<file path="src/rtl/ddr3_local_master_pkg.sv">
// ddr3_local_master_pkg: shared FSM type, size width and FIFO entry layout for the DDR3 local master.
package ddr3_local_master_pkg;
    localparam int SIZE_W        = 3;
    localparam int MAX_BURST_DEF = 4;
    localparam int DATA_W_DEF    = 64;

    typedef enum logic [1:0] {IDLE, WCOLLECT, WREQ, RREQ} lm_state_t;

    typedef struct packed {
        logic [DATA_W_DEF/8-1:0] be;
        logic [DATA_W_DEF-1:0]   data;
    } wfifo_entry_t;

    function automatic logic [SIZE_W-1:0] coerce_size(input logic [SIZE_W-1:0] bc, input int max_burst);
        return (bc == '0 || int'(bc) > max_burst) ? SIZE_W'(1) : bc;
    endfunction
endpackage

</file>
<file path="src/rtl/ddr3_lm_wdata_fifo.sv">
// ddr3_lm_wdata_fifo: synchronous write-data FIFO with count, full, empty and free-space outputs.
// DEPTH must be a power of two so the pointers wrap naturally.
module ddr3_lm_wdata_fifo #(
    parameter int W     = 72,
    parameter int DEPTH = 16,
    localparam int AW   = $clog2(DEPTH)
) (
    input  logic         clk,
    input  logic         rst_n,
    input  logic         push,
    input  logic         pop,
    input  logic [W-1:0] din,
    output logic [W-1:0] dout,
    output logic [AW:0]  count,
    output logic         full,
    output logic         empty,
    output logic [AW:0]  free
);
    logic [W-1:0]  mem [DEPTH];
    logic [AW-1:0] wr_ptr, rd_ptr;
    logic          do_push, do_pop;

    assign do_push = push && !full;
    assign do_pop  = pop && !empty;
    assign full    = count == (AW+1)'(DEPTH);
    assign empty   = count == '0;
    assign free    = (AW+1)'(DEPTH) - count;
    assign dout    = mem[rd_ptr];

    always_ff @(posedge clk)
        if (do_push) mem[wr_ptr] <= din;

    always_ff @(posedge clk or negedge rst_n)
        if (!rst_n) begin
            wr_ptr <= '0;
            rd_ptr <= '0;
            count  <= '0;
        end else begin
            wr_ptr <= wr_ptr + AW'(do_push);
            rd_ptr <= rd_ptr + AW'(do_pop);
            count  <= count + (AW+1)'(do_push) - (AW+1)'(do_pop);
        end
endmodule

</file>
<file path="src/rtl/ddr3_local_master.sv">
// ddr3_local_master: Avalon-MM burst slave driving the DDR3 controller local interface.
// Optional sticky protocol checking on lm_error is built when DDR3_LM_ERR_CHECK_EN is defined.
module ddr3_local_master
    import ddr3_local_master_pkg::*;
#(
    parameter int ADDR_W      = 24,
    parameter int DATA_W      = 64,
    parameter int MAX_BURST   = MAX_BURST_DEF,
    parameter int WFIFO_DEPTH = 16,
    parameter int MAX_RD_OUT  = 8
) (
    input  logic                phy_clk,
    input  logic                reset_phy_clk_n,
    input  logic [ADDR_W-1:0]   avs_address,
    input  logic                avs_read,
    input  logic                avs_write,
    input  logic [SIZE_W-1:0]   avs_burstcount,
    input  logic [DATA_W-1:0]   avs_writedata,
    input  logic [DATA_W/8-1:0] avs_byteenable,
    output logic                avs_waitrequest,
    output logic [DATA_W-1:0]   avs_readdata,
    output logic                avs_readdatavalid,
    input  logic                local_init_done,
    input  logic                local_ready,
    output logic [ADDR_W-1:0]   local_address,
    output logic [SIZE_W-1:0]   local_size,
    output logic                local_read_req,
    output logic                local_write_req,
    output logic                local_burstbegin,
    input  logic                local_wdata_req,
    output logic [DATA_W-1:0]   local_wdata,
    output logic [DATA_W/8-1:0] local_be,
    input  logic [DATA_W-1:0]   local_rdata,
    input  logic                local_rdata_valid,
    output logic                lm_error
);
    localparam int BE_W = DATA_W / 8;
    localparam int FW   = $clog2(WFIFO_DEPTH);
    localparam int RW   = $clog2(MAX_RD_OUT + MAX_BURST + 1);

    lm_state_t              state, state_n;
    logic [ADDR_W-1:0]      addr_q;
    logic [SIZE_W-1:0]      size_q, left_q, bc;
    logic                   first_q;
    logic [RW-1:0]          rd_out, rd_out_n;
    logic                   push, wr_ok, rd_ok, wr_acc, rd_acc;
    logic                   fifo_full, fifo_empty;
    logic [FW:0]            fifo_count, fifo_free;
    logic [BE_W+DATA_W-1:0] fifo_dout;

    assign bc    = coerce_size(avs_burstcount, MAX_BURST);
    assign wr_ok = int'(fifo_free) >= int'(bc);
    assign rd_ok = int'(rd_out) + int'(bc) <= MAX_RD_OUT;

    ddr3_lm_wdata_fifo #(.W(BE_W + DATA_W), .DEPTH(WFIFO_DEPTH)) u_fifo (
        .clk   (phy_clk),
        .rst_n (reset_phy_clk_n),
        .push  (push && !fifo_full),
        .pop   (local_wdata_req && !fifo_empty),
        .din   ({avs_byteenable, avs_writedata}),
        .dout  (fifo_dout),
        .count (fifo_count),
        .full  (fifo_full),
        .empty (fifo_empty),
        .free  (fifo_free)
    );

    // A write burst is only accepted when the whole burst fits, so WCOLLECT never stalls.
    always_comb begin
        state_n         = state;
        avs_waitrequest = 1'b1;
        wr_acc          = 1'b0;
        rd_acc          = 1'b0;
        push            = 1'b0;
        case (state)
            IDLE: begin
                avs_waitrequest = !reset_phy_clk_n || !local_init_done ||
                                  (avs_write ? !wr_ok : avs_read && !rd_ok);
                wr_acc  = avs_write && !avs_waitrequest;
                rd_acc  = avs_read && !avs_write && !avs_waitrequest;
                push    = wr_acc;
                state_n = wr_acc ? (bc == SIZE_W'(1) ? WREQ : WCOLLECT) : rd_acc ? RREQ : IDLE;
            end
            WCOLLECT: begin
                avs_waitrequest = !avs_write;
                push            = avs_write;
                state_n         = (avs_write && left_q == SIZE_W'(1)) ? WREQ : WCOLLECT;
            end
            default: state_n = local_ready ? IDLE : state;
        endcase
    end

    assign rd_out_n = rd_out + (rd_acc ? RW'(bc) : RW'(0)) - RW'(local_rdata_valid && rd_out != '0);

    assign local_write_req  = state == WREQ;
    assign local_read_req   = state == RREQ;
    assign local_burstbegin = (local_write_req || local_read_req) && first_q;
    assign local_address    = addr_q;
    assign local_size       = size_q;

    always_ff @(posedge phy_clk or negedge reset_phy_clk_n)
        if (!reset_phy_clk_n) begin
            state             <= IDLE;
            first_q           <= 1'b0;
            addr_q            <= '0;
            size_q            <= '0;
            left_q            <= '0;
            rd_out            <= '0;
            local_wdata       <= '0;
            local_be          <= '0;
            avs_readdata      <= '0;
            avs_readdatavalid <= 1'b0;
        end else begin
            state   <= state_n;
            first_q <= state_n != state && (state_n == WREQ || state_n == RREQ);
            if (wr_acc || rd_acc) begin
                addr_q <= avs_address;
                size_q <= bc;
            end
            left_q <= wr_acc ? bc - SIZE_W'(1) : push ? left_q - SIZE_W'(1) : left_q;
            rd_out <= rd_out_n;
            if (local_wdata_req && !fifo_empty) {local_be, local_wdata} <= fifo_dout;
            avs_readdatavalid <= local_rdata_valid;
            if (local_rdata_valid) avs_readdata <= local_rdata;
        end

`ifdef DDR3_LM_ERR_CHECK_EN
    always_ff @(posedge phy_clk or negedge reset_phy_clk_n)
        if (!reset_phy_clk_n)
            lm_error <= 1'b0;
        else if ((local_wdata_req && fifo_count == '0) ||
                 (local_rdata_valid && rd_out == '0) ||
                 (push && fifo_full))
            lm_error <= 1'b1;
`else
    logic unused_count;
    assign unused_count = ^fifo_count;
    assign lm_error     = 1'b0;
`endif
endmodule
</file>
<file path="config.mk">
export PLATFORM = sky130hd
export DESIGN_NAME = ddr3_local_master
export DESIGN_NICKNAME = d
export VERILOG_FILES = /design/src/rtl/ddr3_local_master_pkg.sv /design/src/rtl/ddr3_lm_wdata_fifo.sv /design/src/rtl/ddr3_local_master.sv
export SDC_FILE = /design/constraint.sdc
export NUM_CORES = 1
export LEC_CHECK = 0
export BUFFER_PORTS_ARGS = -buffer_cell sky130_fd_sc_hd__buf_2
export CAP_MARGIN = 20
export CORE_MARGIN = 2
export CORE_UTILIZATION = 60
export DETAILED_ROUTE_END_ITERATION = 10
export GPL_ROUTABILITY_DRIVEN = 0
export PLACE_DENSITY = 0.79
export REMOVE_ABC_BUFFERS = 1
export SETUP_SLACK_MARGIN = 0.3
export SYNTH_ARGS = -nofsm -noshare
export SYNTH_HDL_FRONTEND = slang
export SYNTH_HIERARCHICAL = 1
export SYNTH_SLANG_ARGS = --single-unit
</file>
<file path="constraint.sdc">
create_clock -name phy_clk -period 9.5 [get_ports phy_clk]
set_input_delay 0.95 -clock phy_clk [delete_from_list [all_inputs] [get_ports phy_clk]]
set_output_delay 0.95 -clock phy_clk [all_outputs]
set_load 0.02 [all_outputs]
</file>
==> reports/results.txt <==
Post-CTS setup buffers -> 0
CP max FO -> 47
Max_cap viols -> 0
Longest Clk Path Bufs -> 3
Share of cells above drive strength 1 -> 41.9%
Port Buffers -> 338
Synth async-reset ratio -> 14.0%
First-pass iteration count of the detailed router -> 5
CTS Hold Bufs -> 0
Syn avg cell area -> 23.8 sq um
Cells after synthesis -> 2156
Final hold vios -> 0
Post_cts resized -> 0
YS warnings -> 6
Worst EP required -> 9.84 ns
Routed Antenna Nets -> 0
Area grow syn2layout -> 14.5%
Die H -> 296 microns
Fmax -> 177 MHz
Initial antenna violation count -> 13
Starting Density -> 60.4%
Fillers -> 4819
WHS -> 0.210 ns
Setup crit end kind -> flip-flop
Placement Setup Slack -> 3.30 ns
Die width -> 296 microns
Worst Tran Pin Value -> 1.13 ns
Die ar. -> 87700 sq um
CTS clk-pin slew, worst paths -> 0.06 ns
Leakage Power -> 20.0 nW
Crit path arrival time -> 5.99 ns
Nets -> 2769
Hold Crit Class -> input pin to asynchronous set/reset pin
Routed WL -> 123000 microns
Inserted Clock Buffers -> 133
Post-Syn Area -> 51200 sq um
CTS Sinks -> 1339
Clock Tree Root -> clkbuf_16
Pins Over Slew Limit -> 0
First DRT Iteration DRCs -> 2788
VDD IR-drop max -> 0.000304 V
Final Skew -> 0.0246 ns
Via count -> 24800
Total GRT Usage -> 28.4%
Post-synth EDFFs -> 1152
RSZ-0062 raised after global routing -> no
#FFs+latches synth -> 1339
CTS tree -> yes
Final Critical Period -> 5.65 ns
Row Count -> 107
Post-synth top area cell -> edfxtp_1
Rel. slew slack -> 24.7%
Top_reg_cell synth -> edfxtp_1
Largest net degree at the start of global routing -> 184
Setup crit start kind -> input pin
Most common cell in the netlist -> edfxtp_1
Routed len/inst -> 32.1 microns
Synth top area cells -> edfxtp_1, mux4_2, dfrtp_1
Core Area -> 84900 sq um
Top Ports -> 340
Period utilization -> 59.5%
GR Overflow Total -> 0
Synth top area share -> 67.5%
Critical path type -> input pin to flip-flop
Clock Latency Late Sink -> 0.74 ns
First-pass GRT wire length -> 178000 microns
Detailed Place HPWL -> 63300 microns
Final setup viols -> 0
Top post-synthesis cells by count -> edfxtp_1, mux4_2, dfrtp_1
Vias in the first global route -> 25900
DRC -> 0
Sequential fraction of the synthesis area -> 76.7%
P per Cell Area -> 297 nW/um^2
Setup ws final -> 3.85 ns
H-tree depth -> 4
Vias/cell -> 6.48
Status -> complete, no violations
Synth unique cells -> 52
Placed insts -> 3574
Final cell count without fillers -> 3825
[power breakdown]
group	leakage (nW)	total [W]	switching, W	internal, W
clock	2.11	0.00525	0.00227	0.00297
combinational	5.33	0.00471	0.00242	0.00229
sequential	12.6	0.00745	0.000481	0.00697
total	20.0	0.0174	0.00518	0.0122
[cell usage in the layout (no fill, tap or decap), types with 10 or more instances in the layout]
| master | n |
|---|---|
| bufinv_16 | 11 |
| inv_1 | 27 |
| buf_4 | 38 |
| nor2_1 | 10 |
| mux4_2 | 355 |
| mux2_4 | 27 |
| dfrtp_1 | 183 |
| clkinv_2 | 17 |
| clkinv_1 | 25 |
| mux2_2 | 136 |
| buf_2 | 337 |
| clkbuf_1 | 24 |
| ha_1 | 29 |
| nand2_1 | 11 |
| nor2_4 | 12 |
| edfxtp_1 | 1152 |
| clkbuf_16 | 135 |
[registers in the layout (all words and copies together), names as in the netlist]
name and count:
u_fifo/count 5, u_fifo/rd_ptr 4, u_fifo/mem 1152, local_wdata 64
left_q 3, local_be 8, local_size 3, u_fifo/wr_ptr 4
avs_readdata 64, rd_out 4, first_q 1, local_address 24
avs_readdatavalid 1, state 2
[path summary, 6_finish.rpt]
path                                      to  slack (ns)              start  cells past startpoint
max                        u_fifo/mem[7][50]        3.85  avs_burstcount[0]                     16
min                         avs_readdata[22]        0.21    reset_phy_clk_n                      1
max reg2reg                u_fifo/mem[7][50]        4.34    u_fifo/count[1]                     15
min reg2reg                   local_wdata[1]        0.50     local_wdata[1]                      1
max in group asynchronous    local_wdata[62]        7.03    reset_phy_clk_n                      3
min in group phy_clk        avs_readdata[42]        0.45    local_rdata[42]                      2
[cell families after synthesis]
| kind of cell | Yosys count | synth area share [%] |
|---|---|---|
| flip-flops | 1339 | 76.7 |
| multiplexers | 524 | 19.5 |
| buffers and inverters | 133 | 1.45 |
| AND/OR/NAND/NOR | 78 | 0.816 |
| AO/OA/AOI/OAI | 34 | 0.479 |
| adder cells (fa/ha/maj) | 32 | 0.826 |
| XOR/XNOR | 15 | 0.256 |
| other | 1 | 0.00732 |
[worst max-delay path, cell delays in order]
cell	delay, ns
buf_2	0.16
nor2_1	0.07
ha_1	0.29
nor2b_1	0.41
inv_1	0.16
ha_1	0.32
o21ai_0	0.09
o21ai_1	0.21
and2_1	0.39
o21ai_1	0.20
nor2_1	0.12
nand2b_1	0.21
inv_1	0.23
nand3b_1	0.35
nor2_4	0.88
buf_4	0.83
[routing by layer]
metal / wire length (microns) / track usage (%) / vias up
met5: 116 / 0 / -
met2: 62900 / 47.5 / 1657
li1: - / - / 9872
met3: 12100 / 6.51 / 234
met1: 43800 / 37.1 / 13000
met4: 3780 / 10.3 / 16
[layout make-up]
cell class | count | area, sq um | area share [%]
Antenna cell | 5 | 12.5 | 0.0213
Clock buffer | 162 | 3510 | 5.99
Clock inverter | 83 | 866 | 1.48
Inverter | 27 | 101 | 0.173
Multi-Input combinational cell | 684 | 11300 | 19.3
Sequential cell | 1339 | 39300 | 67.0
Tap cell | 1144 | 1430 | 2.44
Timing Repair Buffer | 381 | 2100 | 3.58
[stage by stage]
step	area, sq um	utilization, %	power, W	TNS (ns)
3_5_place_dp	54200	63.9	0.0121	0
5_1_grt	58600	69.1	0.0180	0
6_report	58600	69.1	0.0174	0
4_1_cts	58600	69.0	0.0175	0
3_3_place_gp	54200	63.8	0.0120	0
2_1_floorplan	50600	-	0.0116	-220.72
Note: power is estimated with default switching activity, not from simulation.
